==> config.mk <==
export PLATFORM = sky130hd
export DESIGN_NAME = vga_timing_controller
export DESIGN_NICKNAME = d
export VERILOG_FILES = /design/src/rtl/vga_timing_controller.sv
export SDC_FILE = /design/constraint.sdc
export NUM_CORES = 1
export LEC_CHECK = 0
export ABC_CLOCK_PERIOD_IN_PS = 1800
export BUFFER_PORTS_ARGS = -buffer_cell sky130_fd_sc_hd__buf_2
export CAP_MARGIN = 20
export CORE_MARGIN = 3
export CORE_UTILIZATION = 51
export DETAILED_ROUTE_END_ITERATION = 8
export PLACE_DENSITY_LB_ADDON = 0.15
export SETUP_SLACK_MARGIN = 0.4
export SYNTH_ARGS = -nofsm -noshare
export SYNTH_HDL_FRONTEND = slang
export SYNTH_SLANG_ARGS = --single-unit
==> constraint.sdc <==
create_clock -name clk -period 1.8 [get_ports clk]
set_input_delay 0 -clock clk [delete_from_list [all_inputs] [get_ports clk]]
set_output_delay 0 -clock clk [all_outputs]
set_load 0.005 [all_outputs]
==> src/rtl/vga_timing_controller.sv <==
// vga_timing_controller: VGA raster counters, sync generation and latency-aligned colour output
module vga_timing_controller #(
    parameter int H_VISIBLE   = 640,
    parameter int H_FRONT     = 16,
    parameter int H_SYNC      = 96,
    parameter int H_BACK      = 48,
    parameter int V_VISIBLE   = 480,
    parameter int V_FRONT     = 10,
    parameter int V_SYNC      = 2,
    parameter int V_BACK      = 33,
    parameter int RGB_LATENCY = 1
) (
    input  logic        clk,
    input  logic        resetN,
    input  logic [7:0]  RGB_in,
    output logic [10:0] pixelX,
    output logic [10:0] pixelY,
    output logic        startOfFrame,
    output logic        hsync,
    output logic        vsync,
    output logic        blank,
    output logic [3:0]  red,
    output logic [3:0]  green,
    output logic [3:0]  blue
);
    localparam int H_TOTAL = H_VISIBLE + H_FRONT + H_SYNC + H_BACK;
    localparam int V_TOTAL = V_VISIBLE + V_FRONT + V_SYNC + V_BACK;
    localparam logic [10:0] hLast      = 11'(H_TOTAL - 1);
    localparam logic [10:0] vLast      = 11'(V_TOTAL - 1);
    localparam logic [10:0] hVis       = 11'(H_VISIBLE);
    localparam logic [10:0] vVis       = 11'(V_VISIBLE);
    localparam logic [10:0] hSyncStart = 11'(H_VISIBLE + H_FRONT);
    localparam logic [10:0] hSyncEnd   = 11'(H_VISIBLE + H_FRONT + H_SYNC);
    localparam logic [10:0] vSyncStart = 11'(V_VISIBLE + V_FRONT);
    localparam logic [10:0] vSyncEnd   = 11'(V_VISIBLE + V_FRONT + V_SYNC);
    localparam logic [10:0] sofLine    = 11'(V_VISIBLE - 1);
    logic       lineEnd;
    logic       frameEnd;
    logic [2:0] rawTiming;
    logic [2:0] dlyTiming;
    assign lineEnd  = pixelX == hLast;
    assign frameEnd = pixelY == vLast;
    // timing bundle is {visible, hsync, vsync}; syncs are active low
    assign rawTiming = {pixelX < hVis && pixelY < vVis,
                        !(pixelX >= hSyncStart && pixelX < hSyncEnd),
                        !(pixelY >= vSyncStart && pixelY < vSyncEnd)};
    always_ff @(posedge clk or negedge resetN) begin
        if (!resetN) begin
            pixelX       <= '0;
            pixelY       <= '0;
            startOfFrame <= 1'b0;
        end else begin
            pixelX       <= lineEnd ? 11'd0 : pixelX + 11'd1;
            pixelY       <= lineEnd ? (frameEnd ? 11'd0 : pixelY + 11'd1) : pixelY;
            startOfFrame <= lineEnd && pixelY == sofLine;
        end
    end
    generate
        if (RGB_LATENCY == 0) begin : gNoDelay
            assign dlyTiming = rawTiming;
        end else begin : gDelay
            logic [2:0] pipe [RGB_LATENCY];
            always_ff @(posedge clk or negedge resetN) begin
                if (!resetN) begin
                    for (int i = 0; i < RGB_LATENCY; i++) pipe[i] <= 3'b011;
                end else begin
                    pipe[0] <= rawTiming;
                    for (int i = 1; i < RGB_LATENCY; i++) pipe[i] <= pipe[i-1];
                end
            end
            assign dlyTiming = pipe[RGB_LATENCY-1];
        end
    endgenerate
    // colour is sampled on the same edge as the aligned syncs so the DAC sees one coherent pixel
    always_ff @(posedge clk or negedge resetN) begin
        if (!resetN) begin
            blank <= 1'b1;
            hsync <= 1'b1;
            vsync <= 1'b1;
            red   <= '0;
            green <= '0;
            blue  <= '0;
        end else begin
            blank <= !dlyTiming[2];
            hsync <= dlyTiming[1];
            vsync <= dlyTiming[0];
            red   <= dlyTiming[2] ? {RGB_in[7:5], RGB_in[7]} : 4'd0;
            green <= dlyTiming[2] ? {RGB_in[4:2], RGB_in[4]} : 4'd0;
            blue  <= dlyTiming[2] ? {RGB_in[1:0], RGB_in[1:0]} : 4'd0;
        end
    end
endmodule

Word-level counts from Yosys, hierarchy flattened
Cells that the tools add are included.
{ "op_classes": {"n_addsub": 2, "muxes": 5, "n_bitwise": 0, "n_div": 0, "reduce_logical": 7, "n_eq_ne": 3, "mul": 0, "n_lt_le_gt_ge": 6, "shift": 0} }
{ "ops": {"columns": ["cell", "n"], "rows": [
  ["adder 11 x 1 -> 11 bit (second input constant)", 2],
  ["equality test 11 x 10 -> 1 bit (second input constant)", 2],
  ["< comparator 11 x 10 -> 1 bit (second input constant)", 2],
  ["< comparator 11 x 9 -> 1 bit (second input constant)", 2],
  ["2-to-1 mux 11 bit", 2],
  ["2-to-1 mux 4 bit", 3],
  ["equality test 11 x 9 -> 1 bit (second input constant)", 1],
  ["greater-or-equal comparator 11 x 10 -> 1 bit (second input constant)", 1],
  ["greater-or-equal comparator 11 x 9 -> 1 bit (second input constant)", 1],
  ["logical AND 1 bit", 4],
  ["zero test 1 bit", 3]
]} }
{ "word_totals": {"input_bits": 10, "rom_bits": 0, "out_inout_bits": 38, "elab_cells": 33, "register_bits": 41, "latch_bits": 0, "ramBits": 0, "mem_count": 0} }

Logic depth before layout (Yosys ltp)
{ "depth": {"word_depth": 3, "ltp_mapped": 7, "ltp_nobuf": 6} }

Least setup slack after synthesis
No wires, ideal clock.
{ "synth_path": {"path_type": "register -> register", "from": "register pixelY[0]", "to": "register pixelY[3]", "path_stages_with_launch": 7, "setup_time_ns": 0.125, "t_required_ns": 1.675, "slack_ns": 0.101, "t_arrival_ns": 1.574, "path_cell_list": "dfrtp_1 inv_1 ha_1 nor4bb_1 nand4_1 and3_1 mux2_2"} }
{ "synth_between": {"elab_chain_len": 2, "word_cells_on_any_way": 3, "cone_classes": "add/sub: 1; eq/ne: 1; mux: 1"} }
{ "synth_rtl": {"columns": ["element", "line", "rtl"], "rows": [
  ["start: declaration", "17", "output logic [10:0] pixelY,"],
  ["start signal: assignment", "54", "pixelY <= lineEnd ? (frameEnd ? 11'd0 : pixelY + 11'd1) : pixelY;"],
  ["adder 11 x 1 -> 11 bit / equality test 11 x 10 -> 1 bit (equally long branches)", "54, 42", null],
  ["2-to-1 mux 11 bit (*)", "54", null]
]} }
Mark *: on every way between the ends. The rest lies on a longest branch, timed or not.
A chain may end at the register's enable or synchronous reset.

Worst setup path after layout
{ "layout_path": {"from": "register pixelY[7]", "to": "register pixelY[3]"} }
{ "layout_between": {"elab_chain_len": 2} }
{ "layout_rtl": {"columns": ["element", "line", "rtl"], "rows": [
  ["equality test 11 x 10 -> 1 bit", "42", "assign frameEnd = pixelY == vLast;"],
  ["2-to-1 mux 11 bit", "54", null]
]} }
No other way between the ends.

==> results <==
- The flow ran to the end, and the final reports show no timing, DRC or antenna violations.
- The post-layout net count is ~250.
- Measured against its own limit, the worst slew margin works out to 0.486.
- By area the synthesized netlist is led by sky130_fd_sc_hd__dfrtp_1 (47%), sky130_fd_sc_hd__dfstp_2 (7.7%), sky130_fd_sc_hd__xnor2_1 (3.6%).
- The total of endpoints with negative setup slack in the final report is 0.
- The CTS tree is yes.
- Counting distinct cell types in the post-synthesis netlist gives 38.
- The multi-input logic area is 853 sq um.
- The type of the most critical hold path is input pin to async pin.
- The clock insertion delay at the later pin of the skew report is 350 ps.
- The area growth from synthesis to layout is 46.6%.
- No sink is reached through more buffers than the 2 on the longest clock path.
- The floorplan core area is 3130 sq um.
- OpenSTA, run right after detailed placement, puts the worst setup slack at 27.8 ps.
- The number of nets with antenna violations after routing is 0.
- The remaining design rule violation count is 0.
- The effective utilization at floorplan is 0.544.
- Dividing the synthesized area by the synthesized cell count gives between 10 and 15 sq um.
- The placement row count is 20.
- The Yosys step of the flow raised 0 warnings.
- The last element of the critical path is pixelY[3].
- The register bit count reported by yosys is 37.
- The actual transition at the worst max-transition pin is 770 ps.
- In the final routed layout, each cell accounts on average for 15.6 um.
- The quantity of I/O buffers inserted on ports is 47.
- For this run the aggregate overflow at the end of global routing stands at 0.
- The design draws 0.00162 W.
- The slowest stage of the critical path belongs to the cell sky130_fd_sc_hd__dfrtp_1.
- Of the cells placed in the final design, the portion with a size suffix greater than 1 is 0.506.
- Across all setup checks in the final design, the least slack found is 120 ps.
- STA classifies the critical path endpoint as a flop.
- Clock-pin slew was measured on the worst setup and hold paths at 120 ps.
- The critical path arrival is approximately 1900 ps.
- The clock arrives with between 15 and 20 ps of skew.
- Setup repair after global routing could not meet its margin everywhere.
- The worst setup path is launched from a flop.
- The tree built by TritonCTS fans out to 37 sinks.
- Using the TritonRoute via totals, the vias-per-cell ratio works out to 5.45.
- The I/O pin count is 48.
- For this run, the top clock speed supported by timing is 595 MHz.
- The count of inserted antenna diode cells is 0.
- The proportion of netlist area held by the largest area contributor is 0.471.
- The setup total negative slack is 0 ps.
- The global router's overall resource usage is 0.216.
- The number of clock buffers added by TritonCTS is 5.
- The number of filler instances in the final layout is 208.
- The worst IR drop on VDD is 0.854 mV.
- Walking the worst path, the cells encountered are nor4_4 -> nand4_1 -> and3_1 -> mux2_4.
- In this run the static leakage power is 1.18 nW.
- The wire length of the first global-routing pass is between 6000 and 7000 um.
- The critical path starts at pixelY[7].
- The initial antenna violation count was 0.
- In this run the critical register-to-register path is captured at pixelY[3].
- The delay contributed by the slowest stage of the critical path is between 400 and 500 ps.
- The post-DP HPWL is between 2000 and 3000 um.
- The biggest area contributor in the post-synthesis netlist is sky130_fd_sc_hd__dfrtp_1.
- At the end of routability-driven placement, the weighted congestion stood at 0.930.
- Measured on the finished design, the core utilization comes to 0.797.
- The largest fanout on the critical path is 6.
- In this run the critical register-to-register path is launched from pixelY[7].
- The post-synthesis cell count is 154.
- The number of DRC markers in iteration 0 is 46.
- Data on the critical path is required at its endpoint by 2050 ps.
- Across all layers, the routed design uses 1,509 vias.
- The wire length reported by the detailed router is 4330 um.
- The clock tree root driver cell is sky130_fd_sc_hd__clkbuf_4.
- After synthesis the cells add up to 1700 sq um.
- Across the run, the number of max-cap violations was 0.
- The detailed-router iteration count before antenna repair is 4.
- The total power divided by cell area is approximately 650 nW/um^2.
- The depth of the CTS H-tree is 2.
- In this run the horizontal extent of the chip is 63.7 um.
- The max-slew violation count is 0.
- The depth of the worst register-to-register path is 4.
- The critical path in this run is classified as flop to flop.
- The largest net degree at the start of global routing is 38.
- The total count of hold-check failures in the final report is 0.
- The die footprint is 4060 sq um.
- Registers take 935 sq um.
- The share of the yosys chip area belonging to registers is 0.548.
- The net count after synthesis is about 170.
- The final critical delay including setup and external delays is 1680 ps.
- The final clock period utilization by the worst path is 0.933.
- The number of global-route vias before repair is ~1.5k.
- The floorplan step set the die height to between 60 and 70 um.
- Setup slack on the worst reg-to-reg path comes out at 120 ps.
-- cell families after synthesis --
| kind of cell | count (synthesis) | share of synthesized area |
|---|---|---|
| fa+ha+maj | 3 | 0.0221 |
| compound gates | 14 | 0.0493 |
| buf+inv | 16 | 0.0515 |
| flops | 37 | 0.548 |
| mux | 2 | 0.0125 |
| simple gates | 71 | 0.260 |
| xor+xnor | 11 | 0.0567 |
-- worst min path at each step --
stage	end	slack [ps]
floorplan	blue[1]	-300
global placement	green[0]	120
detailed placement	green[0]	130
CTS	green[0]	290
global route	blue[2]	320
finish	blue[2]	260
-- what timing repair did --
item                                    4_1_cts  5_1_grt
resized for setup                            11       28
hold buffers                                  9        0
pin swaps                                     7       19
endpoints found under the setup margin       19       19
gates cloned                                  0        1
endpoints found under the hold margin        40        0
setup buffers                                 8        6
-- stage by stage --
stage / instances / hold slack [ps] / cell area [sq um]
after floorplan: 154 / -296 / 1740
after global placement: 245 / 116 / 2040
after global routing: 277 / 319 / 2490
after CTS: 270 / 289 / 2320
final: 277 / 258 / 2490
after detailed placement: 245 / 131 / 2040
-- worst max-delay path: cells and delay by family, from the launching register on --
| kind | cells | cell delay [ps] |
|---|---|---|
| flops | 1 | 490 |
| mux | 1 | 270 |
| simple gates | 3 | 820 |
-- per-layer routing --
layer	track usage	vias to the layer above	routed length, um
met5	0	-	0
met2	0.385	72	2160
met1	0.251	726	1790
met3	0.0650	8	308
met4	0.0620	0	62
li1	-	703	-
-- final cells by class --
class,count,share of cell area
clock inverter,3,0.0261
inverter,5,0.00753
clock buffer,5,0.0151
sequential,37,0.375
tap,44,0.0221
multi-input combinational,102,0.342
timing repair buffer,81,0.212
-- cell usage after synthesis (all sizes together) --
cell type	instances
nand2	8
nor2b	2
or2	1
o21a	1
ha	3
mux2i	1
o2bb2ai	1
a21bo	1
nand2b	1
and4	6
mux2	1
nand3	8
dfrtp	32
dfstp	5
nor2	7
o21ai	9
or4	2
and3	5
inv	5
buf	9
nor4	3
xnor2	7
and2	9
a21oi	1
nand4b	1
nor4bb	2
nand4	9
clkbuf	2
a21o	1
nor3b	1
xor2	4
nor3	6
-- report_power, final --
part           switching (W)  internal [W]   total, W  leakage, nW
Combinational      0.0000276     0.0000328  0.0000604        0.668
Sequential        0.00000281      0.000840   0.000843        0.459
Clock               0.000284      0.000430   0.000714       0.0552
Total               0.000314       0.00130    0.00162         1.18
-- placed cells by master (no fill, tap or decap), types with 4 or more instances in the layout --
cell / count
sky130_fd_sc_hd__and4_4: 6
sky130_fd_sc_hd__and2_1: 9
sky130_fd_sc_hd__buf_4: 22
sky130_fd_sc_hd__and3_1: 4
sky130_fd_sc_hd__dlygate4sd3_1: 9
sky130_fd_sc_hd__o21ai_1: 6
sky130_fd_sc_hd__dfrtp_1: 30
sky130_fd_sc_hd__nand4_1: 8
sky130_fd_sc_hd__buf_2: 47
sky130_fd_sc_hd__dfstp_2: 5
sky130_fd_sc_hd__xnor2_1: 7
sky130_fd_sc_hd__clkbuf_4: 5
sky130_fd_sc_hd__nor3_1: 5
sky130_fd_sc_hd__nand3_1: 7
sky130_fd_sc_hd__nand2_1: 7
-- flip-flops by register name, indices dropped and copies added, names as in the netlist, 2 cells and up --
| name | cells |
|---|---|
| pixelY | 11 |
| green | 3 |
| dlyTiming | 3 |
| pixelX | 11 |
| blue | 2 |
| red | 3 |
(Power assumes the default switching activity.)
